$ cat config.mk
export PLATFORM = sky130hd
export DESIGN_NAME = song_transport_controller
export DESIGN_NICKNAME = d
export VERILOG_FILES = /design/src/rtl/song_transport_controller.sv
export SDC_FILE = /design/constraint.sdc
export NUM_CORES = 1
export LEC_CHECK = 0
export ABC_CLOCK_PERIOD_IN_PS = 3550
export BUFFER_PORTS_ARGS = -buffer_cell sky130_fd_sc_hd__clkbuf_2
export CAP_MARGIN = 20
export CORE_MARGIN = 3
export CORE_UTILIZATION = 50
export CTS_CLUSTER_SIZE = 28
export DETAILED_ROUTE_END_ITERATION = 6
export PLACE_DENSITY = 0.67
export SYNTH_ARGS = -nofsm -noshare
export SYNTH_HDL_FRONTEND = slang
export SYNTH_SLANG_ARGS = --single-unit
$ cat constraint.sdc
create_clock -name i_clk -period 3.55 [get_ports i_clk]
set_clock_uncertainty 0.2 [all_clocks]
set_input_delay 1.065 -clock i_clk [delete_from_list [all_inputs] [get_ports i_clk]]
set_output_delay 1.065 -clock i_clk [all_outputs]
set_load 0.02 [all_outputs]
$ cat src/rtl/song_transport_controller.sv
// Transport master for the APU note sequencers: frame-tick prescaler, tempo-driven
// note strobe, play/pause/stop control and song loop counting with auto-stop.
module song_transport_controller #(
    parameter int TICK_DIV      = 416667,
    parameter int DEFAULT_TEMPO = 6
) (
    input  logic        i_clk,
    input  logic        i_rst,
    input  logic        i_play,
    input  logic        i_pause,
    input  logic        i_stop,
    input  logic [4:0]  i_tempo,
    input  logic        i_tempo_load,
    input  logic [3:0]  i_loop_count,
    input  logic        i_song_end,
    output logic        o_seq_rst,
    output logic        o_tick_stb,
    output logic        o_note_stb,
    output logic [1:0]  o_state,
    output logic [15:0] o_step_count,
    output logic        o_done
);

    localparam int PW = (TICK_DIV > 2) ? $clog2(TICK_DIV) : 1;
    localparam logic [PW-1:0] PRESC_MAX = PW'(TICK_DIV - 1);
    localparam logic [4:0]    TEMPO_RST = 5'(DEFAULT_TEMPO);

    typedef enum logic [1:0] {
        IDLE  = 2'd0,
        PRIME = 2'd1,
        PLAY  = 2'd2,
        PAUSE = 2'd3
    } state_t;

    state_t        state_reg, state_next;
    logic [PW-1:0] presc_reg, presc_next;
    logic [4:0]    tickdown_reg, tickdown_next;
    logic [4:0]    tempo_reg, tempo_next;
    logic [15:0]   step_reg, step_next;
    logic [3:0]    loops_reg, loops_next;
    logic [3:0]    limit_reg, limit_next;
    logic          seq_rst_reg, seq_rst_next;
    logic          tick_reg, tick_next;
    logic          note_reg, note_next;
    logic          done_reg, done_next;
    logic          song_hit;
    logic          auto_stop;

    always_comb begin
        state_next    = state_reg;
        presc_next    = presc_reg;
        tickdown_next = tickdown_reg;
        tempo_next    = tempo_reg;
        step_next     = step_reg;
        loops_next    = loops_reg;
        limit_next    = limit_reg;
        tick_next     = 1'b0;
        note_next     = 1'b0;
        done_next     = 1'b0;
        song_hit      = 1'b0;
        auto_stop     = 1'b0;

        // A load takes effect at the next reload; a reload this cycle still uses tempo_reg.
        if (i_tempo_load) begin
            tempo_next = (i_tempo == 5'd0) ? 5'd1 : i_tempo;
        end

        case (state_reg)
            IDLE: begin
                if (!i_stop && i_play) begin
                    state_next = PRIME;
                    limit_next = i_loop_count;
                end
            end
            PRIME: begin
                if (i_stop) begin
                    state_next = IDLE;
                end else begin
                    presc_next    = '0;
                    tickdown_next = 5'd0;
                    step_next     = 16'd0;
                    loops_next    = 4'd0;
                    state_next    = PLAY;
                end
            end
            PLAY: begin
                song_hit = i_song_end && !i_stop;
                if (song_hit) begin
                    if (loops_reg != 4'hF) begin
                        loops_next = loops_reg + 4'd1;
                    end
                    // A saturated count wraps to 0 here, which the nonzero limit excludes.
                    auto_stop = (limit_reg != 4'd0) && ((loops_reg + 4'd1) == limit_reg);
                end
                if (i_stop || auto_stop) begin
                    state_next = IDLE;
                    done_next  = auto_stop;
                end else if (i_pause) begin
                    state_next = PAUSE;
                end else if (presc_reg == PRESC_MAX) begin
                    presc_next = '0;
                    tick_next  = 1'b1;
                    if (tickdown_reg == 5'd0) begin
                        note_next     = 1'b1;
                        step_next     = step_reg + 16'd1;
                        tickdown_next = tempo_reg - 5'd1;
                    end else begin
                        tickdown_next = tickdown_reg - 5'd1;
                    end
                end else begin
                    presc_next = presc_reg + PW'(1);
                end
            end
            PAUSE: begin
                if (i_stop) begin
                    state_next = IDLE;
                end else if (i_play) begin
                    state_next = PLAY;
                end
            end
            default: state_next = IDLE;
        endcase

        seq_rst_next = (state_next == IDLE) || (state_next == PRIME);
    end

    always_ff @(posedge i_clk) begin
        if (i_rst) begin
            state_reg    <= IDLE;
            presc_reg    <= '0;
            tickdown_reg <= 5'd0;
            tempo_reg    <= TEMPO_RST;
            step_reg     <= 16'd0;
            loops_reg    <= 4'd0;
            limit_reg    <= 4'd0;
            seq_rst_reg  <= 1'b1;
            tick_reg     <= 1'b0;
            note_reg     <= 1'b0;
            done_reg     <= 1'b0;
        end else begin
            state_reg    <= state_next;
            presc_reg    <= presc_next;
            tickdown_reg <= tickdown_next;
            tempo_reg    <= tempo_next;
            step_reg     <= step_next;
            loops_reg    <= loops_next;
            limit_reg    <= limit_next;
            seq_rst_reg  <= seq_rst_next;
            tick_reg     <= tick_next;
            note_reg     <= note_next;
            done_reg     <= done_next;
        end
    end

    assign o_seq_rst    = seq_rst_reg;
    assign o_tick_stb   = tick_reg;
    assign o_note_stb   = note_reg;
    assign o_state      = state_reg;
    assign o_step_count = step_reg;
    assign o_done       = done_reg;

endmodule

==> flow_summary.json <==
{
  "status": "completed",
  "startpoint_type": "flip-flop",
  "die_w_um": 83.6,
  "final_nets": 430,
  "rows": 27,
  "async_flop_share_pct": 0,
  "grt_first_pass_wirelength_um": 12100,
  "powerDensity_mw_per_mm2": 390,
  "finalCriticalPeriod_ns": 3.22,
  "report.final.slew_viol_count": 0,
  "slowest_delay_ns": 0.54,
  "ant_nets": 0,
  "setup_tns_ns": 0,
  "grt_pass1_vias": 2516,
  "cp_max_fo": 8,
  "grt_max_degree": 27,
  "start_util_pct": 53.1,
  "ys_warn_count": 0,
  "hp-class": "flip-flop to flip-flop",
  "drive_above_1_share_pct": 15.9,
  "cap_violations": 0,
  "fin_hold_ws_ns": 0.276,
  "period_share_pct": 90.6,
  "drcViolationCount": 0,
  "synth_common_cells": "dfxtp_1 (59), nor2_1 (51), nand2_1 (31)",
  "ctsResizeCount": 0,
  "cts_tree": "built",
  "synth.distinct_cells": 48,
  "place_area_mm2": 0.00330,
  "cp_common_cell": "or3_1",
  "hold_buffers": 0,
  "cts.htree.levels": 3,
  "cts_setup_buffers": 0,
  "route.vias.total": 2802,
  "io_pins": 38,
  "max_slew.worst_pin.slew_ns": 0.798,
  "io_buffers": 37,
  "routedWlPerCell_um": 14.7,
  "place_ws_ns": 0.351,
  "syn-cell-area_mm2": 0.00301,
  "cp.arrival_ns": 3.28,
  "yosys-top-cells-area": "dfxtp_1 (39%), nor2_1 (6.4%), xnor2_1 (5.5%)",
  "routed_wl_um": 7150,
  "ys_seq_area_share_pct": 39.2,
  "synth_ff_type": "dfxtp_1",
  "fmax_mhz": 311,
  "clkSinkCount": 59,
  "dpl.hpwl_um": 5240,
  "cp_slowest_cell": "nor4_4",
  "synth_nets": 386,
  "synth_cells": 365,
  "drt_iter0_markers": 221,
  "crit_chain": "or4b_1 -> or4_4 -> nor4_4 -> o2111ai_4 -> or3_1 -> or3_1 -> o21ai_1",
  "synth_enable_flop_cells": 0,
  "track_usage_pct": 20.8,
  "grt_overflow": 0,
  "synth.avg_cell_area_um2": 8.25,
  "areaGrowthSynthToFinish_pct": 16.0,
  "finalHoldViolations": 0,
  "slew_headroom_pct": 45.3,
  "n_antenna_cell": 0,
  "cts_buffers": 9,
  "grt_setup_unrepaired": "false",
  "place_congestion": 0.844,
  "cts_root_buf": "clkbuf_8",
  "largest_reg_flops": 19,
  "p_leak_uw": 0.00131,
  "crit_path_end_kind": "flip-flop",
  "synth_seq_cells": 59,
  "yosysTopAreaCellShare_pct": 39.2,
  "setup_viol": 0,
  "vias_per_cell": 5.77,
  "path_class": "flip-flop to flip-flop",
  "cts_buffer_depth": 2,
  "fp.dieArea_mm2": 0.00699,
  "die_h_um": 83.6,
  "required_ns": 3.62,
  "core_area_mm2": 0.00568,
  "synth_top_area_cell": "dfxtp_1",
  "yosysMostFrequentCell": "dfxtp_1",
  "worst_slack_ns": 0.333,
  "antenna_found_initial": 0,
  "clk_latency_ns": 0.33,
  "drtPass1Iterations": 5,
  "vdd_drop_max_mv": 0.309,
  "cts.clk_slew.worst_paths_ns": 0.07,
  "nFillCells": 538,
  "design_area_mm2": 0.00349
}
==> layout make-up <==
| cell class | count | area [um2] | share of cell area, % |
|---|---|---|---|
| multi-input cells | 289 | 1770 | 50.5 |
| flip-flops and latches | 59 | 1180 | 33.8 |
| repair buffers | 45 | 245 | 7.02 |
| clock buffers | 11 | 141 | 4.05 |
| well taps | 72 | 90.1 | 2.58 |
| clock inverters | 5 | 52.6 | 1.50 |
| inverters | 5 | 18.8 | 0.537 |
==> critical path, delay by kind of cell, from the launching register on <==
kind             cells  cell delay [ns]
AO/OA/AOI/OAI        2             0.31
flip-flops           1             0.35
AND/OR/NAND/NOR      5             2.28
==> per-layer routing <==
layer | routed length [um] | up-vias | share of wire, % | track usage (%)
li1 | - | 1414 | - | -
met1 | 3510 | 1291 | 49 | 29.5
met2 | 3150 | 86 | 44 | 31.2
met3 | 404 | 11 | 5.7 | 4.94
met4 | 82 | 0 | 1.1 | 5.85
met5 | 0 | - | 0 | 0
==> cell families (layout without fill, tap and decap cells) <==
logic type                 Yosys count  after routing  share of synthesized area [%]
DFF                                 59             59                           39.2
muxes                                9              9                           3.03
xor gates and xnor gates            24             24                           6.98
and+or+nand+nor                    159            159                           27.1
AOI/OAI and AO/OA                   92             92                           19.4
adders and majority gates            5              5                           2.08
buffers and inverters               17             66                           2.20
==> per-stage QoR <==
step                std cells  util (%)  total power [uW]
global placement          470      58.2               774
CTS                       486      61.6              1380
finish                    486      61.6              1360
detailed placement        470      58.2               775
global route              486      61.6              1420
floorplan                 365         -               747
==> path summary, 6_finish.rpt <==
path | from | end | slack, ns | cells past startpoint
setup / recovery | presc_reg[5] | o_step_count[14] | 0.33 | 7
setup reg to reg | presc_reg[5] | o_step_count[14] | 0.33 | 7
hold reg to reg | o_step_count[15] | o_step_count[15] | 0.28 | 1
hold / removal | o_step_count[15] | o_step_count[15] | 0.28 | 1
==> where the power goes <==
| part | total (uW) | leakage, uW | internal, uW | switching (uW) |
|---|---|---|---|---|
| Sequential | 679 | 0.000477 | 670 | 8.41 |
| Clock | 601 | 0.0000991 | 340 | 262 |
| Combinational | 81.7 | 0.000737 | 31.4 | 50.3 |
| Total | 1360 | 0.00131 | 1040 | 321 |
==> layout by cell type (no fill, tap or decap), types with 6 or more instances in the layout <==
| cell | count |
|---|---|
| a21oi_1 | 30 |
| buf_4 | 8 |
| nand4_1 | 7 |
| clkbuf_8 | 10 |
| or3_1 | 6 |
| nor3_1 | 7 |
| mux2i_1 | 8 |
| nor2_1 | 51 |
| xnor2_1 | 19 |
| nand2_1 | 31 |
| o21ai_0 | 20 |
| clkbuf_2 | 37 |
| o211ai_1 | 6 |
| nor4_1 | 12 |
| nand3_1 | 13 |
| dfxtp_1 | 59 |
| a21o_1 | 7 |
(Power assumes the default switching activity.)
